`src/rtl/multicycle_controller_if.sv`:
```
`default_nettype none
// +--------------------------------------------------------------------+
// | multicycle_controller_if                                           |
// | Shared instruction/data memory port: request/ready handshake.      |
// | Revision: 1.0                                                      |
// +--------------------------------------------------------------------+
interface multicycle_controller_if #(
  parameter int XLEN = 32
);
  logic            mem_req;
  logic            mem_wen;
  logic [XLEN-1:0] mem_addr;
  logic [2:0]      mem_func3;
  logic [XLEN-1:0] mem_rdata;
  logic            mem_ready;

  modport master (
    output mem_req, mem_wen, mem_addr, mem_func3,
    input  mem_rdata, mem_ready
  );

  modport slave (
    input  mem_req, mem_wen, mem_addr, mem_func3,
    output mem_rdata, mem_ready
  );
endinterface
`default_nettype wire

```
`src/rtl/multicycle_controller.sv`:
```
`default_nettype none
// +--------------------------------------------------------------------+
// | multicycle_controller                                              |
// | FETCH/EXECUTE/MEMORY/TRAP sequencer owning PC, IR and instret.     |
// | Option: MULTICYCLE_CTRL_MISALIGN_TRAP_EN enables alignment traps.  |
// | Revision: 1.0                                                      |
// +--------------------------------------------------------------------+
module multicycle_controller #(
  parameter int              XLEN     = 32,
  parameter logic [XLEN-1:0] RESET_PC = {XLEN{1'b0}},
  parameter int              CNT_W    = 32
) (
  input  wire logic                clk,
  input  wire logic                rst,
  multicycle_controller_if.master  mem,
  input  wire logic [1:0]          action_type,
  input  wire logic [2:0]          func3,
  input  wire logic [XLEN-1:0]     immediate,
  input  wire logic [XLEN-1:0]     rs1_data,
  input  wire logic [XLEN-1:0]     pc_next,
  output logic                     reg_wen,
  output logic [XLEN-1:0]          pc,
  output logic [XLEN-1:0]          instruction,
  output logic [CNT_W-1:0]         instret,
  output logic                     trap
);

  localparam logic [1:0] ACT_STORE  = 2'd0;
  localparam logic [1:0] ACT_LOAD   = 2'd1;
  localparam logic [1:0] ACT_BRANCH = 2'd2;
  localparam logic [1:0] ACT_JAL    = 2'd3;
  localparam logic [2:0] FUNC3_WORD = 3'b010;
  localparam logic [CNT_W-1:0] CNT_ONE = {{(CNT_W-1){1'b0}}, 1'b1};

  typedef enum logic [1:0] {
    S_FETCH   = 2'd0,
    S_EXECUTE = 2'd1,
    S_MEMORY  = 2'd2,
    S_TRAP    = 2'd3
  } state_t;

  state_t            state_q, state_d;
  logic [XLEN-1:0]   pc_q, pc_d;
  logic [XLEN-1:0]   instruction_q, instruction_d;
  logic [CNT_W-1:0]  instret_q, instret_d;

  logic              req_c;
  logic              wen_c;
  logic [XLEN-1:0]   addr_c;
  logic [2:0]        func3_c;
  logic              reg_wen_c;

  logic [XLEN-1:0]   eff_addr;
  logic              is_mem_op;
  logic              bad_data_addr;
  logic              bad_pc_next;

  assign eff_addr  = rs1_data + immediate;
  assign is_mem_op = (action_type == ACT_STORE) || (action_type == ACT_LOAD);

`ifdef MULTICYCLE_CTRL_MISALIGN_TRAP_EN
  assign bad_data_addr = ((func3[1:0] == 2'b01) && eff_addr[0]) ||
                         ((func3[1:0] == 2'b10) && (eff_addr[1:0] != 2'b00));
  assign bad_pc_next   = (pc_next[1:0] != 2'b00);
`else
  assign bad_data_addr = 1'b0;
  assign bad_pc_next   = 1'b0;
`endif

  always_comb begin
    state_d       = state_q;
    pc_d          = pc_q;
    instruction_d = instruction_q;
    instret_d     = instret_q;
    req_c         = 1'b0;
    wen_c         = 1'b0;
    addr_c        = pc_q;
    func3_c       = FUNC3_WORD;
    reg_wen_c     = 1'b0;

    case (state_q)
      S_FETCH: begin
        req_c = 1'b1;
        if (mem.mem_ready) begin
          instruction_d = mem.mem_rdata;
          state_d       = S_EXECUTE;
        end
      end
      S_EXECUTE: begin
        if (is_mem_op) begin
          state_d = bad_data_addr ? S_TRAP : S_MEMORY;
        end else if (bad_pc_next) begin
          state_d = S_TRAP;
        end else begin
          pc_d      = pc_next;
          instret_d = instret_q + CNT_ONE;
          reg_wen_c = (action_type == ACT_JAL);
          state_d   = S_FETCH;
        end
      end
      S_MEMORY: begin
        // Address and size derive from the held instruction, so they stay
        // constant for the whole wait period without extra registers.
        req_c   = 1'b1;
        wen_c   = (action_type == ACT_STORE);
        addr_c  = eff_addr;
        func3_c = func3;
        if (mem.mem_ready) begin
          pc_d      = pc_next;
          instret_d = instret_q + CNT_ONE;
          reg_wen_c = (action_type == ACT_LOAD);
          state_d   = S_FETCH;
        end
      end
      S_TRAP: begin
        state_d = S_TRAP;
      end
      default: begin
        state_d = S_FETCH;
      end
    endcase
  end

  always_ff @(posedge clk) begin
    if (rst) begin
      state_q       <= S_FETCH;
      pc_q          <= RESET_PC;
      instruction_q <= {XLEN{1'b0}};
      instret_q     <= {CNT_W{1'b0}};
    end else begin
      state_q       <= state_d;
      pc_q          <= pc_d;
      instruction_q <= instruction_d;
      instret_q     <= instret_d;
    end
  end

  // Strobes are masked during reset so an abandoned request drops at once.
  assign mem.mem_req   = req_c & ~rst;
  assign mem.mem_wen   = wen_c & ~rst;
  assign mem.mem_addr  = addr_c;
  assign mem.mem_func3 = func3_c;
  assign reg_wen       = reg_wen_c & ~rst;

  assign pc          = pc_q;
  assign instruction = instruction_q;
  assign instret     = instret_q;

`ifdef MULTICYCLE_CTRL_MISALIGN_TRAP_EN
  assign trap = (state_q == S_TRAP);
`else
  assign trap = 1'b0;
`endif

endmodule
`default_nettype wire

```
`src/flat_wrapper.sv`:
```
// flat-port wrapper written by rule: the top's interface ports become plain ports
module multicycle_controller_flat 
#(
  parameter int              XLEN     = 32,
  parameter logic [XLEN-1:0] RESET_PC = {XLEN{1'b0}},
  parameter int              CNT_W    = 32
)
  (clk, rst, action_type, func3, immediate, rs1_data, pc_next, reg_wen, pc, instruction, instret, trap, mem_mem_req, mem_mem_wen, mem_mem_addr, mem_mem_func3, mem_mem_rdata, mem_mem_ready);
  multicycle_controller_if #(.XLEN(XLEN)) mem_i ();
  input  wire logic clk;
  input  wire logic rst;
  input  wire logic [1:0] action_type;
  input  wire logic [2:0] func3;
  input  wire logic [XLEN-1:0] immediate;
  input  wire logic [XLEN-1:0] rs1_data;
  input  wire logic [XLEN-1:0] pc_next;
  output logic reg_wen;
  output logic [XLEN-1:0] pc;
  output logic [XLEN-1:0] instruction;
  output logic [CNT_W-1:0] instret;
  output logic trap;
  output wire logic [$bits(mem_i.mem_req)-1:0] mem_mem_req;
  output wire logic [$bits(mem_i.mem_wen)-1:0] mem_mem_wen;
  output wire logic [$bits(mem_i.mem_addr)-1:0] mem_mem_addr;
  output wire logic [$bits(mem_i.mem_func3)-1:0] mem_mem_func3;
  input wire logic [$bits(mem_i.mem_rdata)-1:0] mem_mem_rdata;
  input wire logic [$bits(mem_i.mem_ready)-1:0] mem_mem_ready;
  assign mem_mem_req = mem_i.mem_req;
  assign mem_mem_wen = mem_i.mem_wen;
  assign mem_mem_addr = mem_i.mem_addr;
  assign mem_mem_func3 = mem_i.mem_func3;
  assign mem_i.mem_rdata = mem_mem_rdata;
  assign mem_i.mem_ready = mem_mem_ready;
  multicycle_controller #(.XLEN(XLEN), .RESET_PC(RESET_PC), .CNT_W(CNT_W)) u_core (.clk(clk), .rst(rst), .mem(mem_i), .action_type(action_type), .func3(func3), .immediate(immediate), .rs1_data(rs1_data), .pc_next(pc_next), .reg_wen(reg_wen), .pc(pc), .instruction(instruction), .instret(instret), .trap(trap));
endmodule
```
`config.mk`:
```
export PLATFORM = sky130hd
export DESIGN_NAME = multicycle_controller_flat
export DESIGN_NICKNAME = d
export VERILOG_FILES = /design/src/rtl/multicycle_controller_if.sv /design/src/rtl/multicycle_controller.sv /design/src/flat_wrapper.sv
export SDC_FILE = /design/constraint.sdc
export NUM_CORES = 1
export LEC_CHECK = 0
export CAP_MARGIN = 20
export CORE_AREA = 2 2 106 108
export DETAILED_ROUTE_END_ITERATION = 10
export DIE_AREA = 0 0 108 110
export DONT_BUFFER_PORTS = 1
export GPL_TIMING_DRIVEN = 1
export PLACE_DENSITY_LB_ADDON = 0.08
export SYNTH_ARGS = -nofsm -noshare
export SYNTH_HDL_FRONTEND = slang
export SYNTH_SLANG_ARGS = --single-unit
```
`constraint.sdc`:
```
create_clock -name clk -period 5 [get_ports clk]
set_input_delay 1 -clock clk [delete_from_list [all_inputs] [get_ports clk]]
set_output_delay 1 -clock clk [all_outputs]
set_load 0.02 [all_outputs]
```
Word-level counts from Yosys, hierarchy flattened
Cells that the tools add are included.
{"block": "totals", "reg_bits": 98, "in_bits": 136, "wordCells": 43, "out_inout_bits": 135}
{"block": "op_classes", "n_bitwise": 4, "add_sub_neg": 2, "reduce_logical": 8, "eq_ne": 8, "mux": 17}
{"operator": "$mux W32", "n": 5}
{"operator": "$pmux W32 S2", "n": 2}
{"operator": "$add A32 B1 Y32 const B", "n": 1}
{"operator": "$add A32 B32 Y32", "n": 1}
{"operator": "$pmux W2 S4", "n": 1}
{"operator": "$eq A2 B2 Y1 const B", "n": 3}
{"operator": "$mux W2", "n": 3}
{"operator": "$ne A2 B2 Y1 const B", "n": 3}
{"operator": "$eq A2 B1 Y1 const B", "n": 2}
{"operator": "$logic_not A2 Y1", "n": 2}
{"operator": "$mux W1", "n": 4}
{"operator": "$reduce_and A2 Y1", "n": 2}
{"operator": "$and A1 B1 Y1", "n": 3}
{"operator": "$mux W3", "n": 1}
{"operator": "$reduce_and A3 Y1", "n": 1}
{"operator": "$pmux W1 S2", "n": 1}
{"operator": "$reduce_bool A2 Y1", "n": 1}
{"operator": "$reduce_or A2 Y1", "n": 1}
{"operator": "$logic_or A1 B1 Y1", "n": 1}
{"operator": "$not A1 Y1", "n": 1}

Longest topological paths before layout
{"block": "logic_depth", "ltp_word": 5, "ltp_mapped": 9, "ltp_nobuf": 9}

Worst setup path before layout
Ideal clock, no wire load.
{"block": "synth_timing", "path_type": "input to output", "start": "input port immediate[0]", "end": "output port mem_mem_addr[22]", "cell_stages": 9, "slack_ps": 758, "path_buffers": 0, "arrival_time_ps": 3242, "required_ps": 4000, "path_cell_list": "ha_1 fa_1 a21oi_1 o22ai_1 o31a_1 a31o_1 o21ai_2 or4b_1 o311ai_1"}
{"block": "synth_between", "elab_chain_len": 2}
{"item": "start, declared", "line_no": "flat_wrapper.sv:14", "text": "input wire logic [XLEN-1:0] immediate;"}
{"item": "$add A32 B32 Y32", "line_no": "multicycle_controller.sv:58", "text": "assign eff_addr = rs1_data + immediate;"}
{"item": "$mux W32", "line_no": "multicycle_controller.sv:81", "text": "case (state_q)"}
{"item": "end, declared", "line_no": "flat_wrapper.sv:24", "text": "output wire logic [$bits(mem_i.mem_addr)-1:0] mem_mem_addr;"}
No other way between the ends.

Worst setup path after layout
Same ends and word-level chain as after synthesis.

==> results.sh <==
export IMPL_cts_tree="built"
export IMPL_slew_viol_final=0
export IMPL_netlist_area_um2=5950
export IMPL_fin_nets=940
export IMPL_max_freq_mhz=221
export IMPL_detail_route_drc_violations=0
export IMPL_final_hold_viol_count=0
export IMPL_outcome="complete, no violations"
export IMPL_drt_pre_antenna_iters=5
export IMPL_synth_edf_count=0
export IMPL_worst_path_max_delay_cell="or4b_1"
export IMPL_worst_r2r_endpoint="u_core.instret[23]"
export IMPL_count_of_max_cap_constraint_violations=0
export IMPL_critical_path_max_stage_delay_ns=0.45
export IMPL_finalCriticalPeriod_ns=4.52
export IMPL_diodes_inserted=0
export IMPL_worst_setup_sp_type="primary input"
export IMPL_synthesis_warning_total=0
export IMPL_ys_seq_area_frac=0.329
export IMPL_first_global_vias=5022
export IMPL_cts_setup_buffers=0
export IMPL_yosys_register_bits=98
export IMPL_slew_headroom=0.298
export IMPL_avgRoutedWirePerCell_um=18.7
export IMPL_cts_buffers=9
export IMPL_cp_max_fo=6
export IMPL_power_ir_vdd_worst_uv=226
export IMPL_vias_per_cell=6.04
export IMPL_grt_usage=0.274
export IMPL_multi_input_gate_area_um2=3780
export IMPL_critPathCaptureType="output pin"
export IMPL_post_dp_hpwl_um=12700
export IMPL_timing_critical_path_to="mem_mem_addr[22]"
export IMPL_cts_hold_buffers_added=0
export IMPL_yosys_top_cells_area="dfxtp_1, nand2_1, a21oi_1"
export IMPL_route_final_wire_length_um=17000
export IMPL_port_buffers=0
export IMPL_globalplace_congestion=0.959
export IMPL_core_rowCount=38
export IMPL_tritoncts_num_sinks=98
export IMPL_syn_mean_instance_area_um2=7.53
export IMPL_pwr_density_cell_nw_per_um2=295
export IMPL_worst_endpoint_required_ns=4.00
export IMPL_syn_instance_count=791
export IMPL_layout_common_cells="nand2_1, a21oi_1, dfxtp_1"
export IMPL_grt_overflow_total=0
export IMPL_post_synthesis_net_count=965
export IMPL_timing_reg2reg_setup_slack_ns=2.15
export IMPL_report_final_setup_viol=0
export IMPL_start_util=0.557
export IMPL_postLayoutCoreUtil=0.577
export IMPL_grt_first_pass_wirelength_um=25500
export IMPL_die_area_um2=11900
export IMPL_comb_power_frac=0.233
export IMPL_post_route_cells_drive_above_1_share=0.0688
export IMPL_tightest_slew_ns=1.05
export IMPL_layout_commonest_cell="nand2_1"
export IMPL_cts_resized=0
export IMPL_internal_power_mw=1.16
export IMPL_synth_ff_type="dfxtp_1"
export IMPL_skew_final_ns=0.0118
export IMPL_largest_area_contributor_in_the_netlist="dfxtp_1"
export IMPL_power_net_switching_mw=0.662
export IMPL_p_leak_nw=2.36
export IMPL_area_growth_pct=3.70
export IMPL_io_pins=271
export IMPL_fp_coreArea_um2=10700
export IMPL_synthDistinctLibCells=61
export IMPL_design_power_total_mw=1.82
export IMPL_critical_path_top_delay_family="compound AO/OA/AOI/OAI gates"
export IMPL_finalInstanceArea_um2=6170
export IMPL_worst_setup_path_startpoint="immediate[0]"
export IMPL_seq_power_share=0.500
export IMPL_cp_num_cells=9
export IMPL_clock_tree_root_cell="clkbuf_8"
export IMPL_cts_clk_slew_worst_paths_ns=0.09
export IMPL_height_of_the_die_um=110
export IMPL_setup_repair_after_global_routing_missed_its_margin="false"
export IMPL_dpl_cell_area_um2=6010
export IMPL_area_sequential_um2=1960
export IMPL_clock_tree_buffer_depth=2
export IMPL_worst_setup_path_type="primary input to output pin"
export IMPL_share_of_the_synthesized_area_in_the_top_cell_type=0.329
export IMPL_fillers=1018
export IMPL_htreeDepth=3
export IMPL_crit_chain="ha_1 > fa_1 > a21oi_1 > o22ai_1 > o31a_1 > a31o_1 > o21ai_2 > or4b_1 > o311ai_1"
export IMPL_worst_r2r_startpoint="u_core.state_q[0]"
export IMPL_holdCritPathClass="register to register"
export IMPL_synth_async_sr_flop_share=0
export IMPL_rr_worst_depth=10
export IMPL_power_share_clock=0.267
export IMPL_grt_antenna_before_repair=0
export IMPL_dr_first_iter_drc_count=273
export IMPL_power_share_switching=0.364
export IMPL_die_width_um=108
export IMPL_clkLatencyLatePin_ns=0.39
export IMPL_cp_buffers_inverters=0
export IMPL_worstPathArrival_ns=3.52
export IMPL_finalCritPeriodShare=0.903
export IMPL_sum_of_negative_setup_slack_ns=0
export IMPL_route_vias_total=5500
export IMPL_detail_route_antenna_nets=0
export IMPL_grt_max_degree=102
==> metal layers <==
layer  vias to the layer above  GRT usage  share of wire
li1                       2680          -              -
met4                         0      0.123          0.029
met2                       240      0.469           0.49
met3                        37     0.0882          0.089
met1                      2543      0.313           0.39
met5                         -          0              0
==> tightest hold or removal path: stages, from the launching register on <==
cell,delay (ns)
dfxtp_1,0.39
nand2_1,0.08
a21oi_1,0.05
==> metrics by stage <==
stage,worst slack [ns],instances,hold slack [ns]
final,0.483,910,0.563
after global routing,0.343,910,0.574
after CTS,0.506,910,0.559
after detailed placement,0.518,895,0.545
after global placement,0.573,895,0.540
after floorplan,0.758,791,0.512
==> logic make-up (layout without fill, tap and decap cells) <==
group,count (synthesis),after routing,synth area share
simple gates,332,332,0.245
other cells,1,1,0.000630
xor+xnor,51,51,0.0750
mux,24,24,0.0448
fa+ha+maj,38,38,0.0811
compound gates,192,192,0.188
flops,98,98,0.329
buf+inv,55,34,0.0353
==> registers in the layout, indices dropped and copies added (netlist names) <==
register and cells:
u_core.instruction 32, u_core.instret 32, u_core.pc 32, u_core.state_q 2
==> power by group through the flow <==
| stage | Clock [mW] | Combinational (mW) | Sequential [mW] |
|---|---|---|---|
| floorplan | 0 | 0.352 | 0.914 |
| global placement | 0 | 0.410 | 0.928 |
| detailed placement | 0 | 0.421 | 0.929 |
| CTS | 0.490 | 0.423 | 0.911 |
| global route | 0.524 | 0.470 | 0.917 |
| finish | 0.486 | 0.425 | 0.910 |
==> worst min path at each step <==
stage	start	to	slack [ns]	cells past startpoint
after floorplan	u_core.state_q[0]	u_core.state_q[0]	0.51	2
after global placement	u_core.instruction[7]	u_core.instruction[7]	0.54	2
after detailed placement	u_core.instruction[12]	u_core.instruction[12]	0.55	2
after CTS	u_core.instruction[12]	u_core.instruction[12]	0.56	2
after global routing	u_core.instruction[14]	u_core.instruction[14]	0.57	2
final	u_core.instruction[12]	u_core.instruction[12]	0.56	2
==> synth_stat cells (13+ instances only) <==
master,number
nand3_1,18
nor2_1,75
nand2_1,171
mux2_2,21
ha_1,37
xnor2_1,24
xor2_1,27
a21oi_1,109
o21ai_0,26
dfxtp_1,98
clkbuf_1,36
inv_1,15
nand4_1,13
==> cell type report <==
type                            instances  area share
Multi-Input combinational cell        638       0.613
Timing Repair Buffer                    4     0.00486
Inverter                               15     0.00912
Clock inverter                          5     0.00628
Clock buffer                           10      0.0207
Tap cell                              140      0.0284
Sequential cell                        98       0.318
Note: power is estimated with default switching activity, not from simulation.
